===== config.mk =====
export PLATFORM = sky130hd
export DESIGN_NAME = pet_status_fsm
export DESIGN_NICKNAME = d
export VERILOG_FILES = /design/src/rtl/pet_pkg.sv /design/src/rtl/pet_need_max.sv /design/src/rtl/pet_status_fsm.sv
export SDC_FILE = /design/constraint.sdc
export NUM_CORES = 1
export LEC_CHECK = 0
export BUFFER_PORTS_ARGS = -buffer_cell sky130_fd_sc_hd__buf_4
export CAP_MARGIN = 25
export CORE_MARGIN = 1
export CORE_UTILIZATION = 57
export DETAILED_ROUTE_END_ITERATION = 12
export PLACE_DENSITY = 0.8
export SETUP_SLACK_MARGIN = 0.3
export SYNTH_ARGS = -nofsm -noshare
export SYNTH_HDL_FRONTEND = slang
export SYNTH_SLANG_ARGS = --single-unit

===== constraint.sdc =====
create_clock -name clk -period 3.6 [get_ports clk]
set_clock_uncertainty 0.05 [all_clocks]
set_input_delay 0.54 -clock clk [delete_from_list [all_inputs] [get_ports clk]]
set_output_delay 0.54 -clock clk [all_outputs]
set_load 0.02 [all_outputs]

===== src/rtl/pet_pkg.sv =====
// pet_pkg: shared types and constants for the pet life-state logic.
//   pet_state_e : life states, encoded as they appear on the state output
//   NEED_*      : need_id codes (4 is energy, which never wins the need race)
//   DEF_*       : default thresholds and timing
package pet_pkg;

  typedef enum logic [2:0] {
    ST_OK     = 3'd0,
    ST_NEEDY  = 3'd1,
    ST_SLEEPY = 3'd2,
    ST_SICK   = 3'd3,
    ST_DEAD   = 3'd4
  } pet_state_e;

  localparam logic [2:0] NEED_HUNGER    = 3'd0;
  localparam logic [2:0] NEED_HAPPINESS = 3'd1;
  localparam logic [2:0] NEED_HEALTH    = 3'd2;
  localparam logic [2:0] NEED_HYGIENE   = 3'd3;
  localparam logic [2:0] NEED_SOCIAL    = 3'd5;
  localparam logic [2:0] NEED_NONE      = 3'd7;

  localparam int DEF_TICK_DIV    = 1000;
  localparam int DEF_WARN_LEVEL  = 8;
  localparam int DEF_CRIT_LEVEL  = 12;
  localparam int DEF_SLEEP_LEVEL = 2;
  localparam int DEF_SICK_TICKS  = 16;
  localparam int DEF_DEATH_TICKS = 32;

endpackage


===== src/rtl/pet_need_max.sv =====
// pet_need_max: combinational maximum over the five need statistics.
// Ports:
//   hunger, happiness, health, hygiene, social : 4-bit need levels
//   worst    : largest of the five levels
//   worst_id : need_id code of the largest; ties resolve to the lowest code
module pet_need_max
  import pet_pkg::*;
(
  input  logic [3:0] hunger,
  input  logic [3:0] happiness,
  input  logic [3:0] health,
  input  logic [3:0] hygiene,
  input  logic [3:0] social,
  output logic [3:0] worst,
  output logic [2:0] worst_id
);

  logic [3:0] vals [5];
  logic [2:0] ids  [5];

  assign vals[0] = hunger;
  assign vals[1] = happiness;
  assign vals[2] = health;
  assign vals[3] = hygiene;
  assign vals[4] = social;

  assign ids[0] = NEED_HUNGER;
  assign ids[1] = NEED_HAPPINESS;
  assign ids[2] = NEED_HEALTH;
  assign ids[3] = NEED_HYGIENE;
  assign ids[4] = NEED_SOCIAL;

  // Scan in ascending code order; strict '>' keeps the earliest of equal values.
  always_comb begin
    worst    = vals[0];
    worst_id = ids[0];
    for (int i = 1; i < 5; i++) begin
      if (vals[i] > worst) begin
        worst    = vals[i];
        worst_id = ids[i];
      end
    end
  end

endmodule


===== src/rtl/pet_status_fsm.sv =====
// pet_status_fsm: samples the pet statistics on a slow evaluation tick and
// runs the life-state machine (OK, NEEDY, SLEEPY, SICK, DEAD).
// Ports:
//   clk, reset          : clock, asynchronous active-high reset
//   hunger..social      : 4-bit statistics (energy: lower is sleepier)
//   revive              : restart request, only acted on while DEAD
//   state               : current life state (pet_state_e encoding)
//   need_id             : worst need code, 7 when nothing is at warning level
//   attention           : high while NEEDY or SICK
//   alarm               : one-cycle pulse on entry to SICK or DEAD
//   age                 : evaluation ticks survived, saturating at 255
module pet_status_fsm
  import pet_pkg::*;
#(
  parameter int TICK_DIV    = DEF_TICK_DIV,
  parameter int WARN_LEVEL  = DEF_WARN_LEVEL,
  parameter int CRIT_LEVEL  = DEF_CRIT_LEVEL,
  parameter int SLEEP_LEVEL = DEF_SLEEP_LEVEL,
  parameter int SICK_TICKS  = DEF_SICK_TICKS,
  parameter int DEATH_TICKS = DEF_DEATH_TICKS
) (
  input  logic       clk,
  input  logic       reset,
  input  logic [3:0] hunger,
  input  logic [3:0] happiness,
  input  logic [3:0] health,
  input  logic [3:0] hygiene,
  input  logic [3:0] energy,
  input  logic [3:0] social,
  input  logic       revive,
  output logic [2:0] state,
  output logic [2:0] need_id,
  output logic       attention,
  output logic       alarm,
  output logic [7:0] age
);

  localparam int CW = (TICK_DIV > 1) ? $clog2(TICK_DIV) : 1;

  logic [CW-1:0] tick_cnt_q, tick_cnt_d;
  logic          tick;
  pet_state_e    state_q, state_d;
  logic [4:0]    crit_cnt_q, crit_cnt_d;
  logic [5:0]    death_cnt_q, death_cnt_d;
  logic [2:0]    need_id_q, need_id_d;
  logic [7:0]    age_q, age_d;
  logic          alarm_q, alarm_d;
  logic          attention_q, attention_d;

  logic [3:0]    worst;
  logic [2:0]    worst_id;
  logic          warn, crit, sleepy;
  logic [5:0]    crit_inc;
  logic [6:0]    death_inc;

  pet_need_max u_need_max (
    .hunger    (hunger),
    .happiness (happiness),
    .health    (health),
    .hygiene   (hygiene),
    .social    (social),
    .worst     (worst),
    .worst_id  (worst_id)
  );

  assign tick       = (tick_cnt_q == CW'(TICK_DIV - 1));
  assign tick_cnt_d = tick ? '0 : tick_cnt_q + 1'b1;

  assign warn   = (worst >= 4'(WARN_LEVEL));
  assign crit   = (worst >= 4'(CRIT_LEVEL));
  assign sleepy = (energy <= 4'(SLEEP_LEVEL));

  // Widened so the threshold compares cannot alias on counter wrap.
  assign crit_inc  = {1'b0, crit_cnt_q} + 6'd1;
  assign death_inc = {1'b0, death_cnt_q} + 7'd1;

  always_comb begin
    state_d     = state_q;
    crit_cnt_d  = crit_cnt_q;
    death_cnt_d = death_cnt_q;
    need_id_d   = need_id_q;
    age_d       = age_q;
    alarm_d     = 1'b0;

    if (state_q == ST_DEAD) begin
      // Ticks are ignored here; only revive moves the machine.
      if (revive) begin
        state_d     = ST_OK;
        crit_cnt_d  = '0;
        death_cnt_d = '0;
        age_d       = '0;
        need_id_d   = NEED_NONE;
      end
    end else if (tick) begin
      if (age_q != 8'hFF) age_d = age_q + 8'd1;
      need_id_d = warn ? worst_id : NEED_NONE;
      if (!crit)                    crit_cnt_d = '0;
      else if (crit_cnt_q != 5'h1F) crit_cnt_d = crit_cnt_q + 5'd1;

      case (state_q)
        ST_SICK: begin
          if (crit) begin
            death_cnt_d = death_inc[5:0];
            if (death_inc == 7'(DEATH_TICKS)) begin
              state_d = ST_DEAD;
              alarm_d = 1'b1;
            end
          end else begin
            death_cnt_d = '0;
            if (!warn) state_d = sleepy ? ST_SLEEPY : ST_OK;
          end
        end
        default: begin
          if (crit && (crit_inc == 6'(SICK_TICKS))) begin
            state_d     = ST_SICK;
            death_cnt_d = '0;
            alarm_d     = 1'b1;
          end else if (sleepy) begin
            state_d = ST_SLEEPY;
          end else if (warn) begin
            state_d = ST_NEEDY;
          end else begin
            state_d = ST_OK;
          end
        end
      endcase
    end

    attention_d = (state_d == ST_NEEDY) || (state_d == ST_SICK);
  end

  always_ff @(posedge clk or posedge reset) begin
    if (reset) begin
      tick_cnt_q  <= '0;
      state_q     <= ST_OK;
      crit_cnt_q  <= '0;
      death_cnt_q <= '0;
      need_id_q   <= NEED_NONE;
      age_q       <= '0;
      alarm_q     <= 1'b0;
      attention_q <= 1'b0;
    end else begin
      tick_cnt_q  <= tick_cnt_d;
      state_q     <= state_d;
      crit_cnt_q  <= crit_cnt_d;
      death_cnt_q <= death_cnt_d;
      need_id_q   <= need_id_d;
      age_q       <= age_d;
      alarm_q     <= alarm_d;
      attention_q <= attention_d;
    end
  end

  assign state     = state_q;
  assign need_id   = need_id_q;
  assign attention = attention_q;
  assign alarm     = alarm_q;
  assign age       = age_q;

endmodule


======== After elaboration in Yosys (flattened, before gate mapping) ========
Cells that the tools add are included.
Widths: inputs -> output; s select.
storage, ports and cells
  register bits after elaboration ......... 37
  input bits .............................. 27
  output and inout port bits .............. 16
  word-level logic and storage cells ...... 85
operators by class
  add/sub/neg operators ................... 5
  magnitude comparators ................... 7
  eq/ne operators ......................... 11
  mux-type cells .......................... 45
  reductions and logical operators ........ 9
operators by type and width
  operator               number
  $mux 3                 12
  $mux 6                 6
  $mux 8                 4
  $mux 5                 5
  $gt 4x4->1             4
  $mux 4                 4
  $add 10x1->10 const B  1
  $eq 10x10->1 const B   1
  $mux 10                1
  $mux 2                 5
  $reduce_and 3->1       3
  $add 8x1->8 const B    1
  $ge 4x4->1 const B     2
  $mux 1                 8
  $ne 8x8->1 const B     1
  $add 6x1->7 const B    1
  $eq 7x6->1 const B     1
  $add 5x1->6 const B    1
  $eq 3x2->1 const B     2
  $eq 6x5->1 const B     1
  $add 5x1->5 const B    1
  $ne 5x5->1 const B     1
  $le 4x2->1 const B     1
  $reduce_bool 2->1      2
  other kinds (8)        8

======== Depth between registers and ports, before layout ========
Gate-level depths: netlist of run 1.
  depth after elaboration ................. 17
  depth in mapped cells ................... 37
  gate-level depth less buffers ........... 33

======== Cells and area by module ========
From an unflattened synthesis of run 1, not the netlist that was laid out.
second synthesis, totals
  cells, all modules ...................... 300
  area, all modules ....................... 2,720.1 um^2
modules (own cells, without submodules)
  module          instances  cells an instance  area each (um^2)  sequential area each (um^2)
  pet_status_fsm  1          213                2,048.2           929.6
  pet_need_max    1          87                 671.9             0.0

======== Least setup slack after synthesis of run 1 ========
Ideal clock, no wire load.
  path kind ............................... input-to-reg
  start ................................... in hunger[1]
  end ..................................... reg attention_q (netlist: attention)
  library setup time ...................... 120 ps
  arrival time ............................ 7,005 ps
  required time ........................... 3,430 ps
  setup slack ............................. -3,574 ps
  stages on the path ...................... 31
  path buffers ............................ 2
  path through ............................ inv_1 -> ha_1 -> nor2b_2 -> o211ai_2 -> a21o_1 -> buf_6 -> mux2i_1 -> ha_1 -> nand2_1 -> a2111oi_1 -> a211oi_2 -> a22oi_4 -> mux2i_1 -> ha_1 -> and2_1 -> clkbuf_1 -> a31o_2 -> o211ai_1 -> nor2_1 -> a21oi_1 -> ha_1 -> and2_1 -> o21ai_0 -> a32o_1 -> o2111ai_1 -> a221oi_1 -> o32ai_1 -> o41a_1 -> or2_4 -> or3_1 -> and3_1
between the ends
  word-level cells in the longest chain between the ends .. 17
  elaborated cells on any way between the ends .. 22
  classes of those cells .................. 6 x order compare; 2 x eq/ne; 12 x mux; 2 x reduce/logical
RTL lines
  element                                          RTL line               source
  start, declared                                  pet_status_fsm.sv:24   input logic [3:0] hunger,
  $gt 4x4->1                                       pet_need_max.sv:38     if (vals[i] > worst) begin
  $mux 4 *                                         pet_need_max.sv:38
  $gt 4x4->1                                       pet_need_max.sv:38
  $mux 4 *                                         pet_need_max.sv:38
  $gt 4x4->1                                       pet_need_max.sv:38
  $mux 4 *                                         pet_need_max.sv:38
  $gt 4x4->1                                       pet_need_max.sv:38
  $mux 4 *                                         pet_need_max.sv:38
  (+2 left out)                                    -
  $mux 2                                           pet_status_fsm.sv:118  end else if (sleepy) begin
  $mux 2                                           pet_status_fsm.sv:114  if (crit && (crit_inc == 6'(SICK_TICKS))) begin
  $mux 3 *                                         pet_status_fsm.sv:100  case (state_q)
  $mux 3 *                                         pet_status_fsm.sv:94   end else if (tick) begin
  $mux 3 *                                         pet_status_fsm.sv:85   if (state_q == ST_DEAD) begin
  $eq 3x1->1 / $eq 3x2->1 (equally long branches)  pet_status_fsm.sv:129  attention_d = (state_d == ST_NEEDY) || (state_d == ST_SICK);
  $logic_or 1x1->1 *                               pet_status_fsm.sv:129
  net attention_d                                  pet_status_fsm.sv:48   logic attention_q, attention_d;
  end signal, assigned                             pet_status_fsm.sv:150  attention_q <= attention_d;
  end, declared                                    pet_status_fsm.sv:48
The timed path passes the listed nets; every way through them passes the cells marked *.
A chain may end at the register's enable or synchronous reset.

======== Worst setup path in the final report of run 1 ========
  start ................................... in hunger[2]
  end ..................................... reg death_cnt_q[2]
between the ends
  word-level cells in the longest chain between the ends .. 13
  elaborated cells on any way between the ends .. 16
  classes of those cells .................. 5 x order compare; 8 x mux; 3 x reduce/logical
RTL lines
  element               RTL line               source
  $gt 4x4->1            pet_need_max.sv:38
  $mux 4 *              pet_need_max.sv:38
  $gt 4x4->1            pet_need_max.sv:38
  $mux 4 *              pet_need_max.sv:38
  $gt 4x4->1            pet_need_max.sv:38
  $mux 4 *              pet_need_max.sv:38
  $gt 4x4->1            pet_need_max.sv:38
  $mux 4 *              pet_need_max.sv:38
  $ge 4x4->1 *          pet_status_fsm.sv:70   assign crit = (worst >= 4'(CRIT_LEVEL));
  $mux 6                pet_status_fsm.sv:102  if (crit) begin
  $mux 6                pet_status_fsm.sv:100
  $mux 6                pet_status_fsm.sv:94
  $mux 6                pet_status_fsm.sv:85
  end signal, assigned  pet_status_fsm.sv:146  death_cnt_q <= death_cnt_d;
  end, declared         pet_status_fsm.sv:44   logic [5:0] death_cnt_q, death_cnt_d;
Mark *: on every way between the ends. The rest lies on a longest branch, timed or not. The select of a mux whose other input is x is not followed.

==> reports/results.txt, run 1 <==
Critical path class - input pin to flip-flop
Clock sinks - 37
Starting density of the core - 59.5%
Global-route wire length before repair - 17.3 mm
Failing checks - design-rule violations, negative setup slack
I/O Buffers - 42
Slew HR - 50.5%
Antenna violations before repair - 0
Hold/Removal Path Class - input pin to asynchronous set/reset pin
Setup_tns - -61.39 ns
DR vias - 3812
GRT overflow - 0
Mapped Nets - 365
Power Dens Cells - 512 nW/um^2
Area after DPL - 3680 um^2
Worst Slack Setup Final - -3.48 ns
Final core occ - 92.9%
Fin crit share - 197%
Fin nets - 503
Top FF cell, synth - dfrtp_1
Final Critical Period - 7.08 ns
Die Wd - 72.2 um
CP Max Fanout - 6
Layout cells sized above 1 - 46.1%
CTS tree - done
CTS clk-pin slew, worst paths - 0.08 ns
Die height - 72.2 um
Num CTS Buffers - 5
Cell variety after synth - 68
Mapped Cells - 319
Least-Margin Pin Slew - 0.743 ns
Largest net degree at the start of global routing - 38
Critical path endpoint category - flip-flop
Max stage delay cell, worst path - a211oi_2
Area growth syn-to-layout - 56.2%
Core Area - 4720 um^2
WL per Instance - 26.7 um
Unrepaired setup endpoints after global routing - true
All-Layer GR Usage - 44.6%
Count of flip-flops with a built-in enable after synthesis - 0
Root buffer cell - clkbuf_8
Drt first pass iters - 13
Fmax - 141 MHz
Synthesized cell area - 2810 um^2
Final hold slack - 0.296 ns
Fin. Hold Viols - 0
Critical path's largest stage delay - 0.44 ns
DR iter-0 viols - 712
Row Count - 25
Seq/Total Area, Yosys - 33.1%
FF+latch count, synth - 37
Post-synthesis async set-or-reset flop share - 100%
Share of the synthesized area in the top cell type - 30.3%
DIE AREA - 5210 um^2
Via density - 7.26
Final ANT Viol Nets - 0
Fill cells - 140
Clock Path Buffers - 2
Gp weighted congestion - 0.909
Cell taking the most area after synthesis - dfrtp_1
Max Cap Violations - 0
Final slew viol count - 0
Arrival time worst endpoint - 7.22 ns
Avg Cell Area, Syn - 8.81 um^2
HPWL Detailed - 5.34 mm
Vias in the first global route - 3384
Final wirelength - 14.0 mm
Final setup viols - 19
Final Cell Area - 4390 um^2
Clk Latency, worst-skew pair - 0.31 ns
LEAKAGE - 2.08 nW
Status - finished with violations
DR DRC count - 17
CP Data Required Time - 3.74 ns
Top post-synthesis cells by area - dfrtp_1 30%, ha_1 8.5%, nand2_1 4.4%
H-tree levels - 2
Synth warn - 0
Worst IR Drop VDD - 0.452 mV
# diodes - 0
Type of origin of the critical path - input pin
Ports - 43
[power by group]
part / leakage (nW) / internal [mW] / switching, mW
Sequential: 0.457 / 0.444 / 0.0354
Clock: 0.0687 / 0.279 / 0.180
Combinational: 1.56 / 0.626 / 0.683
Total: 2.08 / 1.35 / 0.899
[final timing paths]
kind / from / end / slack (ns) / cells after the start
max reg2reg: tick_cnt_q[0] / age[7] / 0.51 / 11
max: hunger[2] / death_cnt_q[2] / -3.48 / 34
min in group clk: tick_cnt_q[0] / tick_cnt_q[0] / 0.45 / 1
max in group asynchronous: reset / need_id[1] / 2.84 / 3
min: reset / age[6] / 0.30 / 3
min reg2reg: tick_cnt_q[0] / tick_cnt_q[0] / 0.45 / 1
[layout by cell type (no fill, tap or decap), drive strengths merged, types with 3 or more instances in the layout]
cell type  Yosys  layout
mux2           5       5
a22o           4       4
o211ai         3       3
o2111ai        3       3
a211oi         4       4
a21oi         18      18
inv           17      18
xor2           5       5
nor3           7       7
dfrtp         34      34
o21ai         19      19
mux2i          6       6
nand2         33      33
nor2          33      33
xnor2          6       6
or3            5       5
a21o           4       4
a31oi          5       5
nand4          4       4
nor2b          5       5
and2           7       7
ha            19      19
nand3         10      10
and3           6       6
nor4           3       3
dfstp          3       3
or2            3       4
nand2b         4       4
clkbuf         3       5
buf            3     136
o31ai          5       5
[sequential cells by signal, indices dropped and copies added (netlist names)]
| signal | count |
|---|---|
| attention | 1 |
| state | 3 |
| age | 8 |
| need_id | 3 |
| tick_cnt_q | 10 |
| crit_cnt_q | 5 |
| death_cnt_q | 6 |
| alarm | 1 |
[metrics by stage]
step / power (mW) / setup slack (ns) / std cells
after global placement: 1.16 / -3.00 / 478
final: 2.25 / -3.48 / 525
after global routing: 2.26 / -3.74 / 525
after detailed placement: 1.18 / -3.24 / 478
after CTS: 1.92 / -2.62 / 523
after floorplan: 0.893 / -3.16 / 319
[cell families after synthesis]
| logic type | after synthesis | synth area share, % |
|---|---|---|
| xor+xnor | 11 | 3.43 |
| flops | 37 | 33.1 |
| simple gates | 127 | 23.2 |
| compound gates | 91 | 23.8 |
| fa+ha+maj | 19 | 8.46 |
| mux | 11 | 4.14 |
| buf+inv | 23 | 3.88 |
[synth_stat cells, drive strengths merged (3+ instances only)]
| cell | instances |
|---|---|
| nor4 | 3 |
| dfstp | 3 |
| or3 | 5 |
| nor2 | 33 |
| nand3 | 10 |
| xnor2 | 6 |
| a22o | 4 |
| mux2 | 5 |
| nor2b | 5 |
| o211ai | 3 |
| mux2i | 6 |
| and2 | 7 |
| a211oi | 4 |
| nor3 | 7 |
| a21o | 4 |
| nand4 | 4 |
| buf | 3 |
| or2 | 3 |
| o21ai | 19 |
| o31ai | 5 |
| nand2b | 4 |
| nand2 | 33 |
| clkbuf | 3 |
| dfrtp | 34 |
| inv | 17 |
| o2111ai | 3 |
| a31oi | 5 |
| xor2 | 5 |
| ha | 19 |
| and3 | 6 |
| a21oi | 18 |
[routing by layer]
metal	part of all wire [%]	GRT usage (%)
met5	0	0
met4	12	30.3
met3	14	13.3
met2	42	73.2
met1	32	50.0
[worst max-delay path: cells and delay by family]
family | cells | cell delay, ns
AOI/OAI and AO/OA | 13 | 3.11
adders and majority gates | 4 | 1.16
and+or+nand+nor | 9 | 1.15
buffers and inverters | 5 | 0.75
muxes | 3 | 0.49
[area by class of cell]
cell class | count | area, um^2 | area share, %
clock buffers | 5 | 68.8 | 1.57
multi-input cells | 260 | 2110 | 48.0
well taps | 67 | 83.8 | 1.91
repair buffers | 136 | 1060 | 24.2
inverters | 17 | 66.3 | 1.51
flip-flops and latches | 37 | 930 | 21.2
clock inverters | 3 | 68.8 | 1.57
[what timing repair did]
action	4_1_cts	5_1_grt
buffers inserted	36	2
gates cloned	1	0
gates resized for setup	37	18
pin swaps	37	15
hold endpoints to repair	0	0
hold buffers	0	0
setup endpoints to repair	19	19
Power figures use the tool's default switching activity.
==> run 2, diff against run 1 <==
ABC_AREA = 1   (was unset)
CORE_UTILIZATION = 58   (was 57)
PLACE_DENSITY = 0.81   (was 0.8)
==> run 2 against run 1 <==
  * The flow finishes with violations (negative setup slack)
  * Register-to-register slack gained 0.12 ns
  * Synthesized cell count up 19%
  * Sequential cell count did not move
  * First-iteration DRC count down 76%
  * Critical path type unchanged
  * Hold slack worse by 0.0020 ns
  * Sequential share of layout area rose by 1.7 points
  * Sequential power shrank 14%
  * Largest power group unchanged
==> reports/results.txt, run 2 <==
Status - finished with violations
Failing checks - negative setup slack
Max Cap Violations - 0 (unchanged)
Area growth syn-to-layout - 40.9%
Final slew viol count - 0 (unchanged)
Largest net degree at the start of global routing - 38 (unchanged)
FF+latch area - 930 um^2 (unchanged)
Mapped Nets - 427 (+17%)
Avg Cell Area, Syn - 7.58 um^2 (-14%)
LEAKAGE - 2.17 nW (+4.0%)
Fin. Hold Viols - 0 (unchanged)
DIE AREA - 5260 um^2 (+0.96%)
Top post-synthesis cells by area - dfrtp_1 29%, nand2_1 10%, ha_1 8.2%
Mux contribution to synthesized area - 0% (-4.1 points)
Type of origin of the critical path - input pin
CP Max Fanout - 8 (+2)
Final Cell Area - 4070 um^2 (-7.3%)
Synth warn - 0 (unchanged)
Unrepaired setup endpoints after global routing - true
Commonest cells after routing, fill and taps aside - 89 x buf_4, 58 x nand2_1, 56 x inv_1
H-tree levels - 2 (unchanged)
Clock sinks - 37 (unchanged)
Share of the synthesized area in the top cell type - 29.5% (-0.81 points)
Largest register by flop count - tick_cnt_q
Max stage delay cell, worst path - ha_1
FF+latch count, synth - 37 (unchanged)
Slew HR - 41.7% (-8.8 points)
Core Area - 4750 um^2 (+0.66%)
CTS tree - done
Synth Area in Adders - 8.24% (-0.23 points)
Worst IR Drop VDD - 0.342 mV (-24%)
Most numerous cell in the Yosys netlist - nand2_1
Critical path's largest stage delay - 0.32 ns (-0.12 ns)
Layout cells sized above 1 - 40.5% (-5.5 points)
Fmax - 222 MHz (+57%)
I/O Buffers - 42 (unchanged)
Top FF cell, synth - dfrtp_1
CTS clk-pin slew, worst paths - 0.08 ns (about the same)
Multi-input logic area - 1920 um^2 (-8.8%)
Power Dens Cells - 420 nW/um^2 (-18%)
Setup_tns - -15.73 ns (+45.67 ns)
Arrival time worst endpoint - 4.64 ns (-2.58 ns)
Hold/Removal Path Class - input pin to asynchronous set/reset pin
Clock Path Buffers - 2 (unchanged)
Vias in the first global route - 2754 (-19%)
# diodes - 0 (unchanged)
HPWL Detailed - 5.30 mm (-0.82%)
Area after DPL - 3730 um^2 (+1.5%)
Starting density of the core - 60.7% (+1.2 points)
CP most frequent cell - nand2_2
Seq/Total Area, Yosys - 32.2% (-0.89 points)
Final ANT Viol Nets - 0 (unchanged)
Main combinational cell family by area after synthesis - simple AND/OR/NAND/NOR gates
Fin nets - 526 (+4.6%)
Final wirelength - 7.24 mm (-48%)
Final setup viols - 19 (unchanged)
Gp weighted congestion - 0.806 (-11%)
Root buffer cell - clkbuf_8
Mapped Cells - 381 (+19%)
Post-synthesis simple-gate area fraction - 40.4% (+17 points)
Row Count - 25 (unchanged)
Synthesized cell area - 2890 um^2 (+2.8%)
Least-Margin Pin Slew - 0.862 ns (+0.120 ns)
Count of flip-flops with a built-in enable after synthesis - 0 (unchanged)
Die height - 72.5 um (+0.48%)
WL per Instance - 13.2 um (-51%)
All-Layer GR Usage - 29.6% (-15 points)
Commonest cells post-synth - 80 x nand2_1, 63 x inv_1, 35 x nand3_1
DR DRC count - 0 (-17)
Worst Slack Setup Final - -0.911 ns (+2.57 ns)
Num CTS Buffers - 5 (unchanged)
Global-route wire length before repair - 12.1 mm (-30%)
GRT overflow - 0 (unchanged)
Reg2Reg Depth - 12 (+1)
DR iter-0 viols - 173 (-76%)
Post-synthesis async set-or-reset flop share - 100% (unchanged)
Critical path endpoint category - flip-flop
Critical path class - input pin to flip-flop
Fin crit share - 125% (-71 points)
Compound-Gate Fraction of Synth Area - 7.85% (-16 points)
Via density - 5.19 (-29%)
Cell taking the most area after synthesis - dfrtp_1
DR vias - 2842 (-25%)
Final Critical Period - 4.51 ns (-2.57 ns)
Most common cell after layout, fill and taps aside - buf_4
Drt first pass iters - 4 (-9)
CP Data Required Time - 3.73 ns (about the same)
Max reg flops - 10 (unchanged)
Fill cells - 276 (+97%)
Ports - 43 (unchanged)
Die Wd - 72.5 um (+0.48%)
Antenna violations before repair - 0 (unchanged)
Cell variety after synth - 38 (-44%)
Overall power after layout - 1.71 mW (-24%)
Post-Synth XOR/XNOR Area - 2.12% (-1.3 points)
Clk Latency, worst-skew pair - 0.29 ns (-0.02 ns)
==> run 2: logic make-up (layout without fill, tap and decap cells) <==
group | count (synthesis) | in the layout
flops | 37 | 37
buf+inv | 70 | 170
xor+xnor | 7 | 7
compound gates | 41 | 41
simple gates | 207 | 207
fa+ha+maj | 19 | 19
==> run 2: path summary, 6_finish.rpt <==
| kind | slack, ns | start | end |
|---|---|---|---|
| setup / recovery | -0.91 | happiness[1] | death_cnt_q[0] |
| hold / removal | 0.29 | reset | crit_cnt_q[1] |
| setup reg to reg | 0.63 | tick_cnt_q[2] | age[7] |
| hold reg to reg | 0.42 | tick_cnt_q[5] | tick_cnt_q[5] |
| max in group asynchronous | 2.85 | reset | need_id[0] |
| min in group clk | 0.42 | tick_cnt_q[5] | tick_cnt_q[5] |
==> run 2: power breakdown <==
group	leakage (nW)	internal (mW)	switching (mW)
sequential	0.466	0.415	0
clock	0.0574	0.225	0.151
combinational	1.64	0.414	0.502
==> run 2: what timing repair did <==
item / 4_1_cts / 5_1_grt
hold buffers: 0 / 0
buffers inserted: 6 / 1
setup endpoints to repair: 19 / 19
pin swaps: 31 / 17
resized for setup: 26 / 15
==> run 2: per-stage QoR <==
| step | hold slack [ns] | worst slack (ns) | util (%) | std cells |
|---|---|---|---|---|
| 2_1_floorplan | 0.387 | -0.936 | - | 381 |
| 3_3_place_gp | 0.400 | -1.12 | 78.5 | 533 |
| 3_5_place_dp | 0.407 | -1.31 | 78.5 | 533 |
| 4_1_cts | 0.308 | -0.853 | 84.3 | 547 |
| 5_1_grt | 0.332 | -1.14 | 85.5 | 548 |
| 6_report | 0.294 | -0.911 | 85.5 | 548 |
==> run 2: critical path: cells and delay by family <==
family	cells	cell delay, ns
compound gates	6	0.64
fa+ha+maj	4	1.13
buf+inv	6	0.41
simple gates	23	1.90
==> run 2: metal layers <==
metal  vias up  GRT usage (%)  part of all wire [%]
li1       1439              -                     -
met1      1317           35.8                    43
met2        67           53.5                    51
met3        19           5.14                   3.7
met4         0           9.15                   1.9
met5         -              0                     0
==> run 2: area by class of cell <==
class / instances / area share [%]
Clock buffer: 6 / 2.03
Clock inverter: 2 / 0.923
Inverter: 68 / 6.83
Multi-Input combinational cell: 274 / 47.3
Sequential cell: 37 / 22.9
Tap cell: 67 / 2.06
Timing Repair Buffer: 94 / 18.0
